File: config.mk
export PLATFORM = sky130hd
export DESIGN_NAME = spi_frame_capture
export DESIGN_NICKNAME = d
export VERILOG_FILES = /design/src/rtl/spi_frame_capture.sv
export SDC_FILE = /design/constraint.sdc
export NUM_CORES = 1
export LEC_CHECK = 0
export ABC_AREA = 1
export CAP_MARGIN = 20
export CORE_ASPECT_RATIO = 0.75
export CORE_MARGIN = 2
export CORE_UTILIZATION = 47
export DETAILED_ROUTE_END_ITERATION = 6
export HOLD_SLACK_MARGIN = 0.06
export PLACE_DENSITY = 0.86
export SYNTH_ARGS = -nofsm -noshare
export SYNTH_HDL_FRONTEND = slang
export SYNTH_SLANG_ARGS = --single-unit
File: constraint.sdc
create_clock -name sys_clk -period 1.2 [get_ports sys_clk]
set_input_delay 0.24 -clock sys_clk [delete_from_list [all_inputs] [get_ports sys_clk]]
set_output_delay 0.24 -clock sys_clk [all_outputs]
set_load 0.005 [all_outputs]
File: src/rtl/spi_frame_capture.sv
// Passive SPI frame sniffer feeding the MITM logic stage.
// Synchronises the tapped SCLK/CS_N/MOSI/MISO pins into sys_clk, deserialises
// DATA_SIZE-bit words on both data lines and presents each completed pair with a
// one-cycle eval pulse. It never drives the SPI bus.
// Ports:
//   sys_clk, rst        system clock (posedge) and synchronous active-high reset
//   sclk_in, cs_n_in    tapped SPI clock / chip select (asynchronous)
//   mosi_in, miso_in    tapped data lines (asynchronous)
//   real_mosi_data      last complete MOSI word, held until the next word
//   real_miso_data      last complete MISO word, held until the next word
//   eval                1-cycle pulse: new word pair valid on the data outputs
//   frame_active        high while a CS frame is being captured
//   frame_abort         1-cycle pulse: CS released in the middle of a word
//   word_count          complete words seen in the current CS frame
module spi_frame_capture #(
  parameter int unsigned DATA_SIZE = 8,
  parameter int unsigned CPOL      = 0,
  parameter int unsigned CPHA      = 0,
  parameter int unsigned MSB_FIRST = 1,
  parameter int unsigned CNT_WIDTH = 16
) (
  input  logic                 sys_clk,
  input  logic                 rst,
  input  logic                 sclk_in,
  input  logic                 cs_n_in,
  input  logic                 mosi_in,
  input  logic                 miso_in,
  output logic [DATA_SIZE-1:0] real_mosi_data,
  output logic [DATA_SIZE-1:0] real_miso_data,
  output logic                 eval,
  output logic                 frame_active,
  output logic                 frame_abort,
  output logic [CNT_WIDTH-1:0] word_count
);

  localparam int unsigned BIT_W = (DATA_SIZE > 2) ? $clog2(DATA_SIZE) : 1;
  localparam logic [BIT_W-1:0] LAST_BIT = BIT_W'(DATA_SIZE - 1);
  localparam logic SCLK_IDLE   = 1'(CPOL);
  // Modes 0 and 3 sample on the rising SCLK edge, modes 1 and 2 on the falling one.
  localparam logic SAMPLE_RISE = ~(1'(CPOL) ^ 1'(CPHA));

  localparam logic [0:0] ST_IDLE   = 1'b0;
  localparam logic [0:0] ST_ACTIVE = 1'b1;

  // Synchroniser stages; sclk has a third stage for edge detection.
  logic sclk_s1, sclk_s2, sclk_s3;
  logic cs_s1, cs_s2;
  logic mosi_s1, mosi_s2;
  logic miso_s1, miso_s2;

  logic [0:0]           state, state_d;
  logic [BIT_W-1:0]     bit_cnt, bit_cnt_d;
  logic [DATA_SIZE-1:0] mosi_sr, mosi_sr_d, miso_sr, miso_sr_d;
  logic [DATA_SIZE-1:0] mosi_shifted, miso_shifted;
  logic                 word_done, word_done_d;
  logic [DATA_SIZE-1:0] real_mosi_d, real_miso_d;
  logic                 eval_d, frame_active_d, frame_abort_d;
  logic [CNT_WIDTH-1:0] word_count_d;
  logic                 sclk_rise, sclk_fall, sample_edge;

  // Two-stage synchronisers, loaded with bus-idle values on reset.
  always_ff @(posedge sys_clk) begin
    if (rst) begin
      sclk_s1 <= SCLK_IDLE;
      sclk_s2 <= SCLK_IDLE;
      sclk_s3 <= SCLK_IDLE;
      cs_s1   <= 1'b1;
      cs_s2   <= 1'b1;
      mosi_s1 <= 1'b0;
      mosi_s2 <= 1'b0;
      miso_s1 <= 1'b0;
      miso_s2 <= 1'b0;
    end else begin
      sclk_s1 <= sclk_in;
      sclk_s2 <= sclk_s1;
      sclk_s3 <= sclk_s2;
      cs_s1   <= cs_n_in;
      cs_s2   <= cs_s1;
      mosi_s1 <= mosi_in;
      mosi_s2 <= mosi_s1;
      miso_s1 <= miso_in;
      miso_s2 <= miso_s1;
    end
  end

  assign sclk_rise   = sclk_s2 & ~sclk_s3;
  assign sclk_fall   = ~sclk_s2 & sclk_s3;
  assign sample_edge = SAMPLE_RISE ? sclk_rise : sclk_fall;

  // Shift the synchronised data bit in from the configured end.
  always_comb begin
    if (MSB_FIRST != 0) begin
      mosi_shifted = {mosi_sr[DATA_SIZE-2:0], mosi_s2};
      miso_shifted = {miso_sr[DATA_SIZE-2:0], miso_s2};
    end else begin
      mosi_shifted = {mosi_s2, mosi_sr[DATA_SIZE-1:1]};
      miso_shifted = {miso_s2, miso_sr[DATA_SIZE-1:1]};
    end
  end

  // State and capture registers.
  always_ff @(posedge sys_clk) begin
    if (rst) begin
      state          <= ST_IDLE;
      bit_cnt        <= '0;
      mosi_sr        <= '0;
      miso_sr        <= '0;
      word_done      <= 1'b0;
      real_mosi_data <= '0;
      real_miso_data <= '0;
      eval           <= 1'b0;
      frame_active   <= 1'b0;
      frame_abort    <= 1'b0;
      word_count     <= '0;
    end else begin
      state          <= state_d;
      bit_cnt        <= bit_cnt_d;
      mosi_sr        <= mosi_sr_d;
      miso_sr        <= miso_sr_d;
      word_done      <= word_done_d;
      real_mosi_data <= real_mosi_d;
      real_miso_data <= real_miso_d;
      eval           <= eval_d;
      frame_active   <= frame_active_d;
      frame_abort    <= frame_abort_d;
      word_count     <= word_count_d;
    end
  end

  // Next-state and output logic.
  always_comb begin
    state_d       = state;
    bit_cnt_d     = bit_cnt;
    mosi_sr_d     = mosi_sr;
    miso_sr_d     = miso_sr;
    word_done_d   = 1'b0;
    real_mosi_d   = real_mosi_data;
    real_miso_d   = real_miso_data;
    eval_d        = 1'b0;
    frame_abort_d = 1'b0;
    word_count_d  = word_count;

    // A word completed on the previous cycle: publish it one cycle later so the
    // shift registers already hold the final bit.
    if (word_done) begin
      real_mosi_d  = mosi_sr;
      real_miso_d  = miso_sr;
      eval_d       = 1'b1;
      word_count_d = word_count + CNT_WIDTH'(1);
    end

    case (state)
      ST_IDLE: begin
        if (!cs_s2) begin
          state_d      = ST_ACTIVE;
          bit_cnt_d    = '0;
          mosi_sr_d    = '0;
          miso_sr_d    = '0;
          word_count_d = '0;
        end
      end
      ST_ACTIVE: begin
        // CS release wins over a coincident sample edge.
        if (cs_s2) begin
          state_d   = ST_IDLE;
          bit_cnt_d = '0;
          if (bit_cnt != '0) begin
            frame_abort_d = 1'b1;
          end
        end else if (sample_edge) begin
          mosi_sr_d = mosi_shifted;
          miso_sr_d = miso_shifted;
          if (bit_cnt == LAST_BIT) begin
            bit_cnt_d   = '0;
            word_done_d = 1'b1;
          end else begin
            bit_cnt_d = bit_cnt + BIT_W'(1);
          end
        end
      end
      default: begin
        state_d = ST_IDLE;
      end
    endcase

    frame_active_d = (state_d == ST_ACTIVE);
  end

endmodule

==> results of run 1 <==
## power groups by stage
stage                     clock network [W]  logic [W]  registers, W
after detailed placement                  0   0.000109       0.00219
after global placement                    0   0.000106       0.00219
after floorplan                           0  0.0000603       0.00219
after global routing                0.00190   0.000144       0.00214
final                               0.00178   0.000134       0.00214
after CTS                           0.00179   0.000110       0.00214
## timing repair
item | CTS | global route
setup endpoints to repair | 80 | 42
pin swaps | 6 | 14
buffers inserted | 12 | 2
gates resized for setup | 71 | 42
gates cloned | 1 | 3
## cells in the mapped netlist (all sizes together), types with 2 or more instances
cell type | instances | area (µm²)
inv | 29 | 109
nor2 | 70 | 278
nand3 | 12 | 60.1
o21ai | 21 | 105
or2 | 2 | 12.5
a21oi | 26 | 130
clkinv | 2 | 7.51
nor3 | 3 | 20.0
xor2 | 3 | 26.3
clkbuf | 4 | 15.0
dfxtp | 64 | 1280
nand2 | 68 | 265
buf | 5 | 32.5
nand4 | 2 | 12.5
ha | 4 | 50.1
## path summary, 6_finish.rpt
kind / startpoint / slack (ps) / end / depth (start not counted)
worst max-delay path: word_done / -110 / word_count[9] / 5
worst min-delay path: sclk_s1 / 400 / sclk_s2 / 2
worst max register to register: word_done / -110 / word_count[9] / 5
worst min register to register: sclk_s1 / 400 / sclk_s2 / 2
## cell usage in the layout (no fill, tap or decap), drive strengths merged
cell type | synthesis | final
xor2 | 3 | 3
nand3 | 12 | 12
nand2 | 68 | 68
o21ai | 21 | 21
buf | 5 | 33
nor2 | 70 | 71
nor3 | 3 | 3
clkbuf | 4 | 11
dlygate4sd2 | 0 | 28
clkinv | 2 | 7
dfxtp | 64 | 64
inv | 29 | 28
clkdlybuf4s50 | 0 | 5
nand4 | 2 | 2
ha | 4 | 4
clkdlybuf4s15 | 0 | 5
clkinvlp | 0 | 4
bufinv | 0 | 1
a21oi | 26 | 26
a211oi | 1 | 1
or2 | 2 | 2
## cell families (layout without fill, tap and decap cells)
| family | after synthesis | count (layout) | synth area share |
|---|---|---|---|
| flip-flops | 64 | 64 | 0.531 |
| AO/OA/AOI/OAI | 48 | 48 | 0.101 |
| AND/OR/NAND/NOR | 157 | 158 | 0.269 |
| adder cells (fa/ha/maj) | 4 | 4 | 0.0207 |
| XOR/XNOR | 3 | 3 | 0.0109 |
| buffers and inverters | 40 | 122 | 0.0679 |
## final cells by class
type / instances / area, µm²
Inverter: 31 / 130
Clock buffer: 10 / 128
Multi-Input combinational cell: 213 / 1080
Timing Repair Buffer: 72 / 632
Timing Repair inverter: 3 / 18.8
Clock inverter: 6 / 60.1
Fill cell: 354 / 1490
Sequential cell: 64 / 1320
Tap cell: 60 / 75.1
## metrics by stage
step           area, µm²   util  hold slack (ps)  setup TNS [ps]
3_3_place_gp        3010  0.610              390           -3560
3_5_place_dp        3010  0.610              395           -4950
6_report            3440  0.697              402            -478
2_1_floorplan       2420      -              318               0
4_1_cts             3300  0.670              399           -38.1
5_1_grt             3440  0.697              420            -920
## sequential cells by signal, summed over array words and instances, names as in the netlist, 3 cells and up
signal          flops
miso_sr             8
word_count         16
real_mosi_data      8
mosi_sr             8
bit_cnt             3
real_miso_data      8
## worst register-to-register path, stage by stage, from the launching register on
cell and delay, ps:
dfxtp_4 430, nand2_1 160, nor2_4 190, nand3_1 180
o21ai_1 190, nor2_1 60
## layer usage
metal	vias to the layer above	global-route usage	routed length (µm)
met5	-	0	0
met4	0	0.0645	188
met3	27	0.0874	583
met2	133	0.353	3070
met1	1112	0.277	2840
li1	1152	-	-
==> flow_metrics.py, run 1 <==
metrics = {
    "run_status": {
        "status": "finished, violations left",
        "violations": "negative setup slack",
    },
    "power": {
        "irDropWorstVdd_mv": 0.922,
        "p_sw_frac": 0.227,
        "internal-power_w": 0.00313,
        "totalPowerFinal_w": 0.00405,
        "seqPwrFrac": 0.528,
        "power_switching_w": 0.000917,
        "clock_power_share": 0.439,
        "powerDensity_mw_per_mm2": 1180,
        "comb_power_share": 0.033,
        "leakage_nw": 1.63,
    },
    "clocking": {
        "numCtsBuffers": 9,
        "htree_levels": 3,
        "path_clk_slew_ps": 70,
        "worstSkewPairLatency_ps": 350,
        "cts_root_buffer": "clkbuf_8",
        "max-clock-path-buffers": 2,
        "cts_hold_buffers": 0,
        "cts_tree": "yes",
        "clock-sinks": 64,
    },
    "timing": {
        "period_needed_ps": 1310,
        "tightest_slew_ps": 303,
        "max_freq_mhz": 765,
        "final_max_slew_viol_count": 0,
        "finalClockSkew_ps": 11.0,
        "maxSlewHeadroom": 0.796,
        "setup_viol": 8,
        "fin_crit_sh": 1.09,
        "post-route-worst-setup-slack_ps": -107,
        "hold_viol_final": 0,
        "rsz0062_at_grt": "true",
    },
    "worst_setup_path": {
        "path_cells": "nand2_1, nor2_4, nand3_1, o21ai_1, nor2_1",
        "end_kind": "register",
        "worst_path_max_delay_cell": "dfxtp_4",
        "path_delay_family": "simple AND/OR/NAND/NOR gates",
        "path_buf_inv": 0,
        "worstPathRequired_ps": 1440,
        "worstSetupPathType": "reg -> reg",
        "crit_fanout": 10,
        "start_kind": "register",
        "crit_arrival_ps": 1550,
        "slowest_delay_ps": 430,
    },
    "drt": {
        "vias": 2424,
        "drt_wl_total_um": 6670,
        "first_pass_iters": 5,
        "drtIter0Drc": 196,
        "wire_per_inst_um": 14.5,
        "drc": 0,
        "final_antenna_net_count": 0,
        "via_per_inst": 5.28,
    },
    "die": {
        "rows": 22,
        "io_pins": 41,
        "core_region_area_mm2": 0.00493,
        "start_util": 0.490,
        "die_y_um": 66.0,
        "dieArea_mm2": 0.00573,
        "die_x_um": 86.7,
    },
    "global_route": {
        "grt_pass1_vias": 2066,
        "grt_usage": 0.221,
        "grt_start_max_net_pins": 20,
        "antenna_found_initial": 0,
        "grt_pass1_wl_um": 9640,
        "grt_overflow_total": 0,
    },
    "layout": {
        "nets": 404,
        "diodes": 0,
        "area_growth_pct": 42.4,
        "final_cells": 459,
        "drive_gt1_frac": 0.281,
    },
    "synthesis": {
        "syn-num-nets": 326,
        "synth-seq-area-share": 0.531,
        "synthFlopType": "dfxtp_1",
        "ys_async_sr_fraction": 0,
        "ys_warn_count": 0,
        "synth_edf_count": 0,
        "ys_types": 23,
        "syn_inst": 316,
        "ys_ff_latch": 64,
        "syn_area_per_cell_um2": 7.63,
        "syn_area_mm2": 0.00241,
    },
    "placed_design": {
        "routabilityCongestion": 0.835,
        "io_buffers": 40,
        "dp.cells": 425,
        "hpwl_um": 3550,
        "place_ws_ps": -205,
    },
    "job": {
        "maxCapViolations": 0,
    },
    "hold_path": {
        "holdCritPathClass": "reg -> reg",
    },
}
No activity file was read; power rests on OpenSTA's default activity.
==> run 2: changes to the inputs <==
--- a/config.mk
+++ b/config.mk
@@ -7,12 +7,15 @@
 export LEC_CHECK = 0
 export ABC_AREA = 1
 export CAP_MARGIN = 20
+export CELL_PAD_IN_SITES_DETAIL_PLACEMENT = 0
+export CELL_PAD_IN_SITES_GLOBAL_PLACEMENT = 1
 export CORE_ASPECT_RATIO = 0.75
 export CORE_MARGIN = 2
-export CORE_UTILIZATION = 47
+export CORE_UTILIZATION = 34
 export DETAILED_ROUTE_END_ITERATION = 6
 export HOLD_SLACK_MARGIN = 0.06
-export PLACE_DENSITY = 0.86
+export MAX_ROUTING_LAYER = met4
+export PLACE_DENSITY = 0.85
 export SYNTH_ARGS = -nofsm -noshare
 export SYNTH_HDL_FRONTEND = slang
 export SYNTH_SLANG_ARGS = --single-unit
==> run 2 against run 1 <==
The run still ends with negative setup slack left. Sequential power is essentially flat. Clock power increased by 39%. Register-to-register slack improved by 50 ps. Sequential share of layout area fell by 1.8 points. Worst setup slack improved by 49 ps. Critical path depth increased by 3. Final cell count rose by 6.3%. Non-clock buffer count is 7 higher. Design area grew 4.7%.
==> flow_metrics.py, run 2 (same netlist as run 1, synthesis figures left out) <==
metrics = {
    "run_status": {
        "status": "finished, violations left",
        "violations": "negative setup slack",
    },
    "die": {
        "core_region_area_mm2": 0.00683,
        "io_pins": 41,
        "rows": 26,
        "dieArea_mm2": 0.00779,
        "die_x_um": 101,
        "die_y_um": 76.9,
        "start_util": 0.353,
    },
    "global_route": {
        "antenna_found_initial": 0,
        "grt_pass1_wl_um": 9670,
        "grt_start_max_net_pins": 19,
        "grt_overflow_total": 0,
        "grt_pass1_vias": 2092,
        "grt_usage": 0.166,
    },
    "timing": {
        "tightest_slew_ps": 236,
        "post-route-worst-setup-slack_ps": -58.2,
        "hold_viol_final": 0,
        "period_needed_ps": 1260,
        "fin_crit_sh": 1.05,
        "rsz0062_at_grt": "true",
        "max_freq_mhz": 795,
        "finalClockSkew_ps": 9.09,
        "maxSlewHeadroom": 0.842,
        "fin_hold_ws_ps": 405,
        "final_max_slew_viol_count": 0,
        "setup_viol": 6,
    },
    "worst_setup_path": {
        "crit_arrival_ps": 1500,
        "slowest_delay_ps": 350,
        "start_kind": "register",
        "regToRegSetupSlack_ps": -60,
        "r2r_cells": 8,
        "path_delay_family": "flip-flops",
        "worstSetupPathType": "reg -> reg",
        "path_buf_inv": 2,
        "regToRegEndpoint": "word_count[10]",
        "worst_path_max_delay_cell": "dfxtp_2",
        "r2r-start": "word_count[0]",
        "path_cells": "buf_6, ha_4, buf_4, nand2_4, nor2_4, nand2_1, xor2_1, nor2_1",
        "crit_fanout": 5,
        "worstPathRequired_ps": 1440,
        "end_kind": "register",
    },
    "layout": {
        "nets": 409,
        "final_util": 0.527,
        "regMostFlops": "word_count",
        "drive_gt1_frac": 0.277,
        "largest_reg_flops": 16,
        "area_growth_pct": 49.2,
        "final_design_area_no_fill_mm2": 0.00360,
        "final_cell_mix": "61 x nor2_1, 58 x nand2_1, 41 x dfxtp_1",
        "layout_commonest_cell": "nor2_1",
        "diodes": 0,
        "fillers": 651,
    },
    "clocking": {
        "cts_hold_buffers": 0,
        "max-clock-path-buffers": 2,
        "htree_levels": 3,
        "worstSkewPairLatency_ps": 350,
        "clock-sinks": 64,
        "path_clk_slew_ps": 80,
        "cts_root_buffer": "clkbuf_8",
        "numCtsBuffers": 9,
        "cts_tree": "yes",
    },
    "power": {
        "irDropWorstVdd_mv": 0.756,
        "powerDensity_mw_per_mm2": 1320,
        "leakage_nw": 1.70,
    },
    "drt": {
        "vias": 2193,
        "first_pass_iters": 4,
        "drc": 0,
        "wire_per_inst_um": 12.0,
        "via_per_inst": 4.49,
        "drtIter0Drc": 79,
        "drt_wl_total_um": 5860,
        "final_antenna_net_count": 0,
    },
    "hold_path": {
        "hold_end": "mosi_s2",
        "holdCritPathClass": "reg -> reg",
        "holdPathStages": 2,
        "min_from": "mosi_s1",
    },
    "job": {
        "maxCapViolations": 0,
    },
    "placed_design": {
        "io_buffers": 40,
        "routabilityCongestion": 0.825,
        "dpl_cell_area_mm2": 0.00312,
        "hpwl_um": 3780,
    },
}
## run 2: cell types whose count changed in the layout (fill, tap and decap cells not counted), sizes merged
| cell | previous run | this run |
|---|---|---|
| bufinv | 1 | 4 |
| buf | 33 | 40 |
| clkinvlp | 4 | 2 |
| clkdlybuf4s15 | 5 | 3 |
| inv | 28 | 30 |
| clkinv | 7 | 3 |
| dlygate4sd2 | 28 | 29 |
## run 2: worst max-delay path by stage
stage | start | end | slack (ps) | cells past startpoint
after floorplan | word_count[0] | word_count[10] | 0.4 | 6
after global placement | rst | word_done | -230 | 5
after detailed placement | rst | word_done | -220 | 5
after CTS | word_count[0] | word_count[0] | -50 | 2
after global routing | word_count[0] | word_count[10] | -120 | 8
final | word_count[0] | word_count[10] | -60 | 8
## run 2: layer usage
metal | vias to the layer above | wire, µm | global-route usage
met1 | 983 | 2930 | 0.206
li1 | 1162 | - | -
met4 | 0 | 114 | 0.0784
met2 | 39 | 2580 | 0.248
met3 | 9 | 238 | 0.0465
met5 | - | 0 | -
## run 2: final cells by class
class	count	area, µm²	share of cell area
Clock buffer	9	124	0.0344
Clock inverter	7	144	0.0400
Inverter	31	121	0.0337
Multi-Input combinational cell	213	1070	0.299
Sequential cell	64	1310	0.365
Tap cell	84	105	0.0292
Timing Repair Buffer	79	711	0.197
Timing Repair inverter	1	6.26	0.00174
## run 2: per-stage QoR
| stage | instances | setup slack [ps] | total power (W) | setup TNS (ps) |
|---|---|---|---|---|
| global placement | 456 | -226 | 0.00231 | -3270 |
| CTS | 483 | -51.4 | 0.00478 | -73.6 |
| finish | 488 | -58.2 | 0.00475 | -134 |
| floorplan | 316 | 0.404 | 0.00225 | 0 |
| detailed placement | 456 | -223 | 0.00232 | -3440 |
| global route | 488 | -117 | 0.00489 | -860 |
## run 2: report_power, final
part	internal (W)	total (W)	leakage, nW	switching, W
logic	0.0000586	0.000137	1.05	0.0000782
clock network	0.00159	0.00247	0.126	0.000881
registers	0.00213	0.00214	0.529	0.00000484
total	0.00378	0.00475	1.70	0.000964
## run 2: worst register-to-register path: stages (launching register included)
cell and delay (ps):
dfxtp_2 350, buf_6 100, ha_4 120, buf_4 110, nand2_4 60, nor2_4 150, nand2_1 80, xor2_1 130
nor2_1 50
## run 2: repair_timing
action	CTS	global route
setup endpoints to repair	46	37
setup buffers	10	4
cloned	1	1
resized for setup	66	39
pin swaps	2	15
==> run 3: changes to the inputs <==
--- a/config.mk
+++ b/config.mk
@@ -11,11 +11,13 @@
 export CELL_PAD_IN_SITES_GLOBAL_PLACEMENT = 1
 export CORE_ASPECT_RATIO = 0.75
 export CORE_MARGIN = 2
-export CORE_UTILIZATION = 34
+export CORE_UTILIZATION = 36
+export CTS_BUF_LIST = sky130_fd_sc_hd__clkbuf_4 sky130_fd_sc_hd__clkbuf_8
 export DETAILED_ROUTE_END_ITERATION = 6
+export GPL_TIMING_DRIVEN = 1
 export HOLD_SLACK_MARGIN = 0.06
 export MAX_ROUTING_LAYER = met4
-export PLACE_DENSITY = 0.85
+export PLACE_DENSITY = 0.89
 export SYNTH_ARGS = -nofsm -noshare
 export SYNTH_HDL_FRONTEND = slang
 export SYNTH_SLANG_ARGS = --single-unit
==> run 3 against run 2 <==
The flow still finishes with violations (negative setup slack). Sequential power about the same. Sequential cell count unchanged. Maximum frequency is 3.3% higher. Non-clock buffer count decreased by 4. First-iteration DRC count rose by 41%. Largest power group is now registers.
==> flow_metrics.py, run 3 (same netlist as run 1, synthesis figures left out) <==
metrics = {
    "global_route": {
        "grt_start_max_net_pins": 21,
        "grt_usage": 0.165,
        "antenna_found_initial": 0,
        "grt_pass1_wl_um": 9110,
        "grt_overflow_total": 0,
        "grt_pass1_vias": 1985,
    },
    "placed_design": {
        "routabilityCongestion": 0.788,
        "hpwl_um": 3810,
        "place_ws_ps": -206,
        "io_buffers": 40,
    },
    "timing": {
        "rsz0062_at_grt": "true",
        "hold_viol_final": 0,
        "finalClockSkew_ps": 17.2,
        "max_freq_mhz": 821,
        "post-route-worst-setup-slack_ps": -17.9,
        "fin_crit_sh": 1.01,
        "period_needed_ps": 1220,
        "fin_hold_ws_ps": 401,
        "final_max_slew_viol_count": 0,
        "maxSlewHeadroom": 0.833,
        "setup_viol": 2,
        "tightest_slew_ps": 249,
    },
    "drt": {
        "drtIter0Drc": 111,
        "wire_per_inst_um": 11.9,
        "first_pass_iters": 4,
        "final_antenna_net_count": 0,
        "via_per_inst": 4.65,
        "vias": 2228,
        "drc": 0,
        "drt_wl_total_um": 5700,
    },
    "worst_setup_path": {
        "path_delay_family": "flip-flops",
        "worst_path_max_delay_cell": "dfxtp_2",
        "crit_arrival_ps": 1500,
        "worstPathRequired_ps": 1480,
        "start_kind": "register",
        "path_common_cell": "buf_6",
        "path_buf_inv": 2,
        "crit_fanout": 4,
        "end_kind": "register",
        "path_cells": "buf_6, ha_4, nand2_4, nor2_4, buf_6, nand4_1, a21oi_2",
        "slowest_delay_ps": 340,
        "worstSetupPathType": "reg -> reg",
    },
    "layout": {
        "largest_reg_flops": 16,
        "area_growth_pct": 44.3,
        "regMostFlops": "word_count",
        "drive_gt1_frac": 0.261,
        "diodes": 0,
        "nets": 404,
        "multi_input_area_mm2": 0.00108,
        "seq_area_mm2": 0.00131,
        "layout_commonest_cell": "nor2_1",
        "final_cell_mix": "62 x nor2_1, 57 x nand2_1, 44 x dfxtp_1",
        "fillers": 606,
    },
    "clocking": {
        "cts_tree": "yes",
        "path_clk_slew_ps": 80,
        "numCtsBuffers": 9,
        "max-clock-path-buffers": 2,
        "cts_root_buffer": "clkbuf_8",
        "clock-sinks": 64,
        "worstSkewPairLatency_ps": 350,
        "htree_levels": 3,
    },
    "die": {
        "die_x_um": 98.5,
        "start_util": 0.378,
        "rows": 25,
        "io_pins": 41,
        "core_region_area_mm2": 0.00638,
        "dieArea_mm2": 0.00738,
        "die_y_um": 74.9,
    },
    "power": {
        "irDropWorstVdd_mv": 0.834,
        "powerDensity_mw_per_mm2": 1200,
        "leakage_nw": 1.63,
    },
    "run_status": {
        "status": "finished, violations left",
        "violations": "negative setup slack",
    },
    "job": {
        "maxCapViolations": 0,
    },
    "hold_path": {
        "holdCritPathClass": "reg -> reg",
    },
}
run 3: cell types whose count changed in the layout (fill, tap and decap cells not counted), moves of 3 or more:
| cell | previous run | this run |
|---|---|---|
| buf_12 | 4 | 1 |
| buf_4 | 30 | 27 |
| bufinv_16 | 4 | 1 |
| clkbuf_8 | 9 | 12 |
| dfxtp_1 | 41 | 44 |
| dfxtp_2 | 22 | 18 |
| nor2_2 | 5 | 2 |
run 3: layout make-up:
class | count | share of cell area
Timing Repair inverter | 1 | 0.00144
Timing Repair Buffer | 75 | 0.188
Clock buffer | 12 | 0.0474
Clock inverter | 3 | 0.0115
Tap cell | 81 | 0.0291
Multi-Input combinational cell | 212 | 0.310
Inverter | 31 | 0.0359
Sequential cell | 64 | 0.377
run 3: report_power, final:
part | total (W) | leakage, nW | switching (W) | internal [W]
Sequential | 0.00214 | 0.528 | 0.00000432 | 0.00213
Clock | 0.00192 | 0.108 | 0.000805 | 0.00111
Combinational | 0.000121 | 0.994 | 0.0000746 | 0.0000460
Total | 0.00417 | 1.63 | 0.000884 | 0.00329
run 3: worst paths after layout:
| kind | cells past startpoint | slack [ps] | endpoint | from |
|---|---|---|---|---|
| worst max register to register | 7 | -20 | word_count[14] | word_count[0] |
| worst min register to register | 2 | 400 | mosi_s2 | mosi_s1 |
| worst max-delay path | 7 | -20 | word_count[14] | word_count[0] |
| worst min-delay path | 2 | 400 | mosi_s2 | mosi_s1 |
run 3: stage by stage:
stage | cells | power (W) | utilization | area (µm²) | setup TNS (ps)
final | 479 | 0.00417 | 0.546 | 3480 | -31.1
after global routing | 479 | 0.00432 | 0.546 | 3480 | -289
after CTS | 476 | 0.00420 | 0.525 | 3350 | -35.6
after detailed placement | 453 | 0.00230 | 0.482 | 3070 | -3590
after global placement | 453 | 0.00230 | 0.482 | 3070 | -2880
after floorplan | 316 | 0.00225 | - | 2420 | 0
run 3: layer usage:
metal | GRT usage | vias to the layer above | wire (µm)
li1 | - | 1147 | -
met1 | 0.205 | 1023 | 2820
met2 | 0.255 | 49 | 2500
met3 | 0.0539 | 9 | 301
met4 | 0.0594 | 0 | 78
met5 | - | - | 0
run 3: tightest hold or removal path, delay by kind of cell, from the launching register on:
family | cells | cell delay [ps]
and+or+nand+nor | 1 | 30
buffers and inverters | 1 | 40
DFF | 1 | 300
run 3: what timing repair did:
item | in CTS | in global routing
endpoints found under the setup margin | 64 | 39
hold buffers | 0 | 0
pin swaps | 3 | 8
cloned | 0 | 1
resized for setup | 67 | 43
buffers inserted | 8 | 2
